**config.mk**
```make
export PLATFORM = sky130hd
export DESIGN_NAME = intc_lb_flat
export DESIGN_NICKNAME = d
export VERILOG_FILES = /design/src/rtl/intc_lb_if.sv /design/src/rtl/intc_lb.sv /design/src/flat_wrapper.sv
export SDC_FILE = /design/constraint.sdc
export NUM_CORES = 1
export LEC_CHECK = 0
export CAP_MARGIN = 20
export CORE_ASPECT_RATIO = 0.9
export CORE_UTILIZATION = 40
export DETAILED_ROUTE_END_ITERATION = 8
export HOLD_SLACK_MARGIN = 0.15
export PLACE_DENSITY = 0.79
export SLEW_MARGIN = 20
export SYNTH_ARGS = -nofsm -noshare
export SYNTH_HDL_FRONTEND = slang
export SYNTH_SLANG_ARGS = --single-unit
```
**constraint.sdc**
```tcl
create_clock -name clk -period 1.8 [get_ports clk]
set_input_delay 0.36 -clock clk [delete_from_list [all_inputs] [get_ports clk]]
set_output_delay 0.36 -clock clk [all_outputs]
set_load 0.02 [all_outputs]
```
**src/rtl/intc_lb_if.sv**
```systemverilog
// Local-bus register interface for intc_lb: a write channel with byte strobes and a
// single-cycle-latency read channel.
interface intc_lb_if #(
    parameter int unsigned ADDR_W = 16,
    parameter int unsigned DATA_W = 32
);
    localparam int unsigned STRB_W = DATA_W / 8;

    logic [ADDR_W-1:0] lb_waddr;
    logic [DATA_W-1:0] lb_wdata;
    logic              lb_wen;
    logic [STRB_W-1:0] lb_wstrb;
    logic              lb_wready;
    logic [ADDR_W-1:0] lb_raddr;
    logic              lb_ren;
    logic [DATA_W-1:0] lb_rdata;
    logic              lb_rvalid;

    modport master (
        output lb_waddr, lb_wdata, lb_wen, lb_wstrb, lb_raddr, lb_ren,
        input  lb_wready, lb_rdata, lb_rvalid
    );

    modport slave (
        input  lb_waddr, lb_wdata, lb_wen, lb_wstrb, lb_raddr, lb_ren,
        output lb_wready, lb_rdata, lb_rvalid
    );
endinterface

```
**src/rtl/intc_lb.sv**
```systemverilog
// Interrupt controller: sticky STAT, EN mask, SET, W1C with clear pulses, irq with holdoff.
// Define INTC_EDGE_DETECT_EN to latch status on int_in rising edges instead of levels.
module intc_lb #(
    parameter int unsigned ADDR_W    = 16,
    parameter int unsigned DATA_W    = 32,
    parameter int unsigned CH_N      = 8,
    parameter int unsigned BASE_ADDR = 'h50,
    parameter int unsigned HOLDOFF_W = 16
) (
    input  logic            clk,
    input  logic            rst,
    intc_lb_if.slave        lb,
    input  logic [CH_N-1:0] int_in,
    output logic [CH_N-1:0] int_clr_out,
    output logic            irq_out
);
    localparam int unsigned STRB_W = DATA_W / 8;

    localparam logic [ADDR_W-1:0] AddrStat = ADDR_W'(BASE_ADDR);
    localparam logic [ADDR_W-1:0] AddrEn   = ADDR_W'(BASE_ADDR + 32'h4);
    localparam logic [ADDR_W-1:0] AddrPend = ADDR_W'(BASE_ADDR + 32'h8);
    localparam logic [ADDR_W-1:0] AddrSet  = ADDR_W'(BASE_ADDR + 32'hC);
    localparam logic [ADDR_W-1:0] AddrHold = ADDR_W'(BASE_ADDR + 32'h10);

    logic [CH_N-1:0]      stat_q, stat_d;
    logic [CH_N-1:0]      en_q, en_d;
    logic [CH_N-1:0]      clr_q, clr_d;
    logic [HOLDOFF_W-1:0] hold_q, hold_d;
    logic [HOLDOFF_W-1:0] cnt_q, cnt_d;
    logic                 irq_q, irq_d;
    logic                 wready_q;
    logic                 rvalid_q;
    logic [DATA_W-1:0]    rdata_q, rdata_d;

    logic [DATA_W-1:0] wmask, wd_m;
    logic              wr_stat, wr_en, wr_set, wr_hold;
    logic [CH_N-1:0]   w1c, sw_set, hw_set, pend;

    always_comb begin
        wmask = '0;
        for (int unsigned b = 0; b < STRB_W; b++) begin
            wmask[b*8 +: 8] = {8{lb.lb_wstrb[b]}};
        end
    end

    assign wd_m    = lb.lb_wdata & wmask;
    assign wr_stat = lb.lb_wen && (lb.lb_waddr == AddrStat);
    assign wr_en   = lb.lb_wen && (lb.lb_waddr == AddrEn);
    assign wr_set  = lb.lb_wen && (lb.lb_waddr == AddrSet);
    assign wr_hold = lb.lb_wen && (lb.lb_waddr == AddrHold);

    assign w1c    = wr_stat ? wd_m[CH_N-1:0] : '0;
    assign sw_set = wr_set ? wd_m[CH_N-1:0] : '0;
    assign pend   = stat_q & en_q;

`ifdef INTC_EDGE_DETECT_EN
    logic [CH_N-1:0] prev_q;

    always_ff @(posedge clk) begin
        if (rst) prev_q <= '0;
        else     prev_q <= int_in;
    end

    assign hw_set = int_in & ~prev_q;
`else
    assign hw_set = int_in;
`endif

    always_comb begin
        // Sets are ORed in after the clear so a simultaneous set wins.
        stat_d = (stat_q & ~w1c) | sw_set | hw_set;
        clr_d  = w1c;
        en_d   = wr_en ? ((en_q & ~wmask[CH_N-1:0]) | wd_m[CH_N-1:0]) : en_q;
        hold_d = wr_hold ? ((hold_q & ~wmask[HOLDOFF_W-1:0]) | wd_m[HOLDOFF_W-1:0]) : hold_q;
        irq_d  = (|pend) && (cnt_q == '0);
        cnt_d  = cnt_q;
        if (irq_q && !irq_d) begin
            cnt_d = hold_q;
        end else if (cnt_q != '0) begin
            cnt_d = cnt_q - HOLDOFF_W'(1);
        end
    end

    always_comb begin
        rdata_d = rdata_q;
        if (lb.lb_ren) begin
            case (lb.lb_raddr)
                AddrStat: rdata_d = DATA_W'(stat_q);
                AddrEn:   rdata_d = DATA_W'(en_q);
                AddrPend: rdata_d = DATA_W'(pend);
                AddrHold: rdata_d = DATA_W'(hold_q);
                default:  rdata_d = '0;
            endcase
        end
    end

    always_ff @(posedge clk) begin
        if (rst) begin
            stat_q   <= '0;
            en_q     <= '0;
            clr_q    <= '0;
            hold_q   <= '0;
            cnt_q    <= '0;
            irq_q    <= 1'b0;
            wready_q <= 1'b0;
            rvalid_q <= 1'b0;
            rdata_q  <= '0;
        end else begin
            stat_q   <= stat_d;
            en_q     <= en_d;
            clr_q    <= clr_d;
            hold_q   <= hold_d;
            cnt_q    <= cnt_d;
            irq_q    <= irq_d;
            wready_q <= 1'b1;
            rvalid_q <= lb.lb_ren;
            rdata_q  <= rdata_d;
        end
    end

    assign lb.lb_wready = wready_q;
    assign lb.lb_rvalid = rvalid_q;
    assign lb.lb_rdata  = rdata_q;
    assign int_clr_out  = clr_q;
    assign irq_out      = irq_q;

    // Write-data bits beyond the implemented fields are intentionally ignored.
    logic unused_ok;
    assign unused_ok = ^{wd_m, wmask};
endmodule

```
**src/flat_wrapper.sv**
```systemverilog
// flat-port wrapper written by rule: the top's interface ports become plain ports
module intc_lb_flat 
#(
    parameter int unsigned ADDR_W    = 16,
    parameter int unsigned DATA_W    = 32,
    parameter int unsigned CH_N      = 8,
    parameter int unsigned BASE_ADDR = 'h50,
    parameter int unsigned HOLDOFF_W = 16
)
  (clk, rst, int_in, int_clr_out, irq_out, lb_lb_waddr, lb_lb_wdata, lb_lb_wen, lb_lb_wstrb, lb_lb_raddr, lb_lb_ren, lb_lb_wready, lb_lb_rdata, lb_lb_rvalid);
  intc_lb_if #(.ADDR_W(ADDR_W), .DATA_W(DATA_W)) lb_i ();
  input  logic clk;
  input  logic rst;
  input  logic [CH_N-1:0] int_in;
  output logic [CH_N-1:0] int_clr_out;
  output logic irq_out;
  input wire logic [$bits(lb_i.lb_waddr)-1:0] lb_lb_waddr;
  input wire logic [$bits(lb_i.lb_wdata)-1:0] lb_lb_wdata;
  input wire logic [$bits(lb_i.lb_wen)-1:0] lb_lb_wen;
  input wire logic [$bits(lb_i.lb_wstrb)-1:0] lb_lb_wstrb;
  input wire logic [$bits(lb_i.lb_raddr)-1:0] lb_lb_raddr;
  input wire logic [$bits(lb_i.lb_ren)-1:0] lb_lb_ren;
  output wire logic [$bits(lb_i.lb_wready)-1:0] lb_lb_wready;
  output wire logic [$bits(lb_i.lb_rdata)-1:0] lb_lb_rdata;
  output wire logic [$bits(lb_i.lb_rvalid)-1:0] lb_lb_rvalid;
  assign lb_i.lb_waddr = lb_lb_waddr;
  assign lb_i.lb_wdata = lb_lb_wdata;
  assign lb_i.lb_wen = lb_lb_wen;
  assign lb_i.lb_wstrb = lb_lb_wstrb;
  assign lb_i.lb_raddr = lb_lb_raddr;
  assign lb_i.lb_ren = lb_lb_ren;
  assign lb_lb_wready = lb_i.lb_wready;
  assign lb_lb_rdata = lb_i.lb_rdata;
  assign lb_lb_rvalid = lb_i.lb_rvalid;
  intc_lb #(.ADDR_W(ADDR_W), .DATA_W(DATA_W), .CH_N(CH_N), .BASE_ADDR(BASE_ADDR), .HOLDOFF_W(HOLDOFF_W)) u_core (.clk(clk), .rst(rst), .lb(lb_i), .int_in(int_in), .int_clr_out(int_clr_out), .irq_out(irq_out));
endmodule
```
==> metrics <==
root buffer cell=clkbuf_8; htree depth=3; initial core utilization=41.4%; Die Area=roughly 8700 sq um; R2R cell count=6; Final nets=between 500 and 600; vias=~3200; area grow syn2layout=49.5%; Remaining DRCs=1; Comb power frac=32.6%; Post-synth top cells=dfxtp_1, nor2_1, mux2i_1; Critical path origin=lb_lb_waddr[8]; Critical Path, Cell by Cell=buf_6 -> or4b_4 -> buf_4 -> buf_6 -> nor4_4 -> buf_4 -> nand3_4 -> mux2i_2 -> nor2_1; min Tclk post-route=between 1500 and 2000 ps; DP Area=between 4000 and 5000 sq um; I/O Buffers=88; DR WL/cell=about 15 um; startpoint types=primary input; die width=around 100 um; Syn Inst Count=approximately 370; RSZ-0062 raised after global routing=true; hold path depth=3; Final Skew=around 6.5 ps; post-DP HPWL=roughly 6600 um; synth warn=0; most frequent cell after synthesis=dfxtp_1; Max clock buf depth=2; total grt overflow=0; Internal=0.00335 W; sequential fraction of the synthesis area=about 45%; Clock Power Share=a little over a quarter; drt initial violations=between 150 and 200; first-pass GRT wire length=roughly 14000 um; FF-to-FF Start=u_core.cnt_q[7]$_SDFFE_PP0P_; P per Cell Area=a little under 1000 nW/um^2; critical path's slowest cell=or4b_4; max frequency=~570 MHz; core area=just over 8000 sq um; fin crit share=97.7%; Synth area leader=dfxtp_1; failing checks=DRC; Min-Delay Startpoint=rst; top sig layer=met4; Die Span Y=about 90 um; number of distinct library cells after synthesis=44; switch share=around a third; Mean Syn Cell Area=slightly above 9 sq um; layout cell share with drive strength beyond 1=a little under a fifth; Hold WC Path Type=primary input to flip-flop; CP Class=primary input to flip-flop; Slew Viols, Final=0; routed length on met2=between 4000 and 5000 um; Final Hold Fails=0; Post-Layout Cell Count=roughly 600; CP Buf/Inv Count=4; R2R Setup Slk=~100 ps; slowest stage delay, CP=approximately 530 ps; Worst path top cell family by delay=simple AND/OR/NAND/NOR gates; sequential fraction of design power=40.4%; initial antenna violation count=0; CP Capture Type=flip-flop; Std-Cell Rows=31; Min-Delay Endpoint=u_core.cnt_q[2]$_SDFFE_PP0P_; Leakage=between 2 and 2.5 nW; final setup TNS=0 ps; async set-or-reset flop fraction in the synthesized netlist=0%; worst hold slack=roughly 400 ps; post-route cell area=roughly 5000 sq um; Synth area leaders=dfxtp_1, mux2i_1, nor2_1; post-synthesis register bit count=75; final wirelength=a little over 9000 um; status=finished, violations left; Ports=between 100 and 150; crit-path max FO=8; GPL Wtd Cong=~0.86; ANT nets after route=0; Initial DRT Pass Iterations=9; EDFF count, synth=0; Met1 Wirelength=3760 um; Met3 Wirelength=around 560 um; Ant. Diodes=0; clk sinks=75; net switching power=between 0.0015 and 0.002 W; vias per cell=roughly 5.2; Reg clk slew, reported paths=80 ps; data required time of the worst path=between 2000 and 2500 ps; maximum capacitance violations=0; CTS buffer count=9; placed cells=~580; Top FF cell, synth=dfxtp_1; Arrival @ worst endpoint=approximately 2000 ps; Clk Latency, worst-skew pair=360 ps; vias in the first global route=3028; Setup Viol. Count Final=0; Post-Syn Area=3340 sq um; CTS tree=done; VDD IR max=0.523 mV; pin count of the biggest net entering global routing=between 50 and 60; R2R Path End=u_core.cnt_q[1]$_SDFFE_PP0P_; post-synth top area share=45.0%; Overall Global Routing Usage=about a fifth
-- stage by stage --
stage	util (%)	total power, W	worst slack (ps)
CTS	60.1	0.00477	5.46
floorplan	-	0.00279	-23.1
finish	61.8	0.00493	42.0
global route	61.8	0.00519	-19.3
global placement	56.6	0.00325	-575
detailed placement	56.6	0.00332	-617
-- area by class of cell --
cell class / count / area, sq um
Clock buffer: 10 / 138
Clock inverter: 6 / 63.8
Fill cell: 635 / 3080
Inverter: 19 / 71.3
Multi-Input combinational cell: 258 / 1790
Sequential cell: 75 / 1500
Tap cell: 99 / 124
Timing Repair Buffer: 135 / 1300
-- cells by family after synthesis --
| kind of cell | after synthesis | synth area share [%] |
|---|---|---|
| muxes | 24 | 7.20 |
| xor gates and xnor gates | 14 | 3.67 |
| and+or+nand+nor | 115 | 19.0 |
| other | 1 | 0.112 |
| adders and majority gates | 1 | 0.375 |
| DFF | 75 | 45.0 |
| AOI/OAI and AO/OA | 88 | 17.0 |
| buffers and inverters | 50 | 7.65 |
-- placed cells by master, fill, tap and decap left out, types with 3 or more instances in the layout --
cell type	instances
conb_1	16
nor2b_1	9
clkdlybuf4s50_1	72
nand2_1	8
nor4_4	3
a22oi_1	19
nor4b_1	3
nor2_1	44
o21ai_0	20
buf_4	39
o2bb2ai_1	13
nand2b_1	4
inv_1	17
clkbuf_8	10
nor3_1	14
xnor2_1	8
buf_6	5
nand3b_1	3
xor2_1	6
dfxtp_1	73
a21oi_1	17
dlymetal6s2s_1	7
a31oi_1	9
buf_12	3
mux2i_1	22
nand4_1	3
dlygate4sd2_1	4
-- metal layers --
metal / vias up / global-route usage (%)
met3: 17 / 5.85
met4: 0 / 10.9
met2: 112 / 37.2
met5: - / 0
met1: 1477 / 24.5
li1: 1544 / -
-- worst reg2reg max path, cell delays in order (launching register included) --
cell and delay, ps:
dfxtp_1 380, nor4_4 350, nand4_1 220, buf_4 210, nor2b_4 130, a21o_1 170
a211oi_2 160
-- worst max-delay path by stage --
stage	end	slack, ps	cells after the start
3_5_place_dp	flip-flop	-620	7
2_1_floorplan	flip-flop	-20	6
3_3_place_gp	flip-flop	-580	7
6_report	flip-flop	40	9
4_1_cts	flip-flop	5	8
5_1_grt	flip-flop	-20	8
-- power by group through the flow --
stage	Clock [W]	Sequential (W)	Combinational, W
2_1_floorplan	0	0.00197	0.000819
3_3_place_gp	0	0.00197	0.00128
3_5_place_dp	0	0.00198	0.00134
4_1_cts	0.00134	0.00196	0.00147
5_1_grt	0.00142	0.00200	0.00176
6_report	0.00133	0.00199	0.00160
-- repair_timing --
item,CTS,global route
gates cloned,0,1
pin swaps,9,11
hold buffers,0,0
buffers inserted,5,3
setup endpoints to repair,54,42
gates resized for setup,27,29
Note: power is estimated with default switching activity, not from simulation.
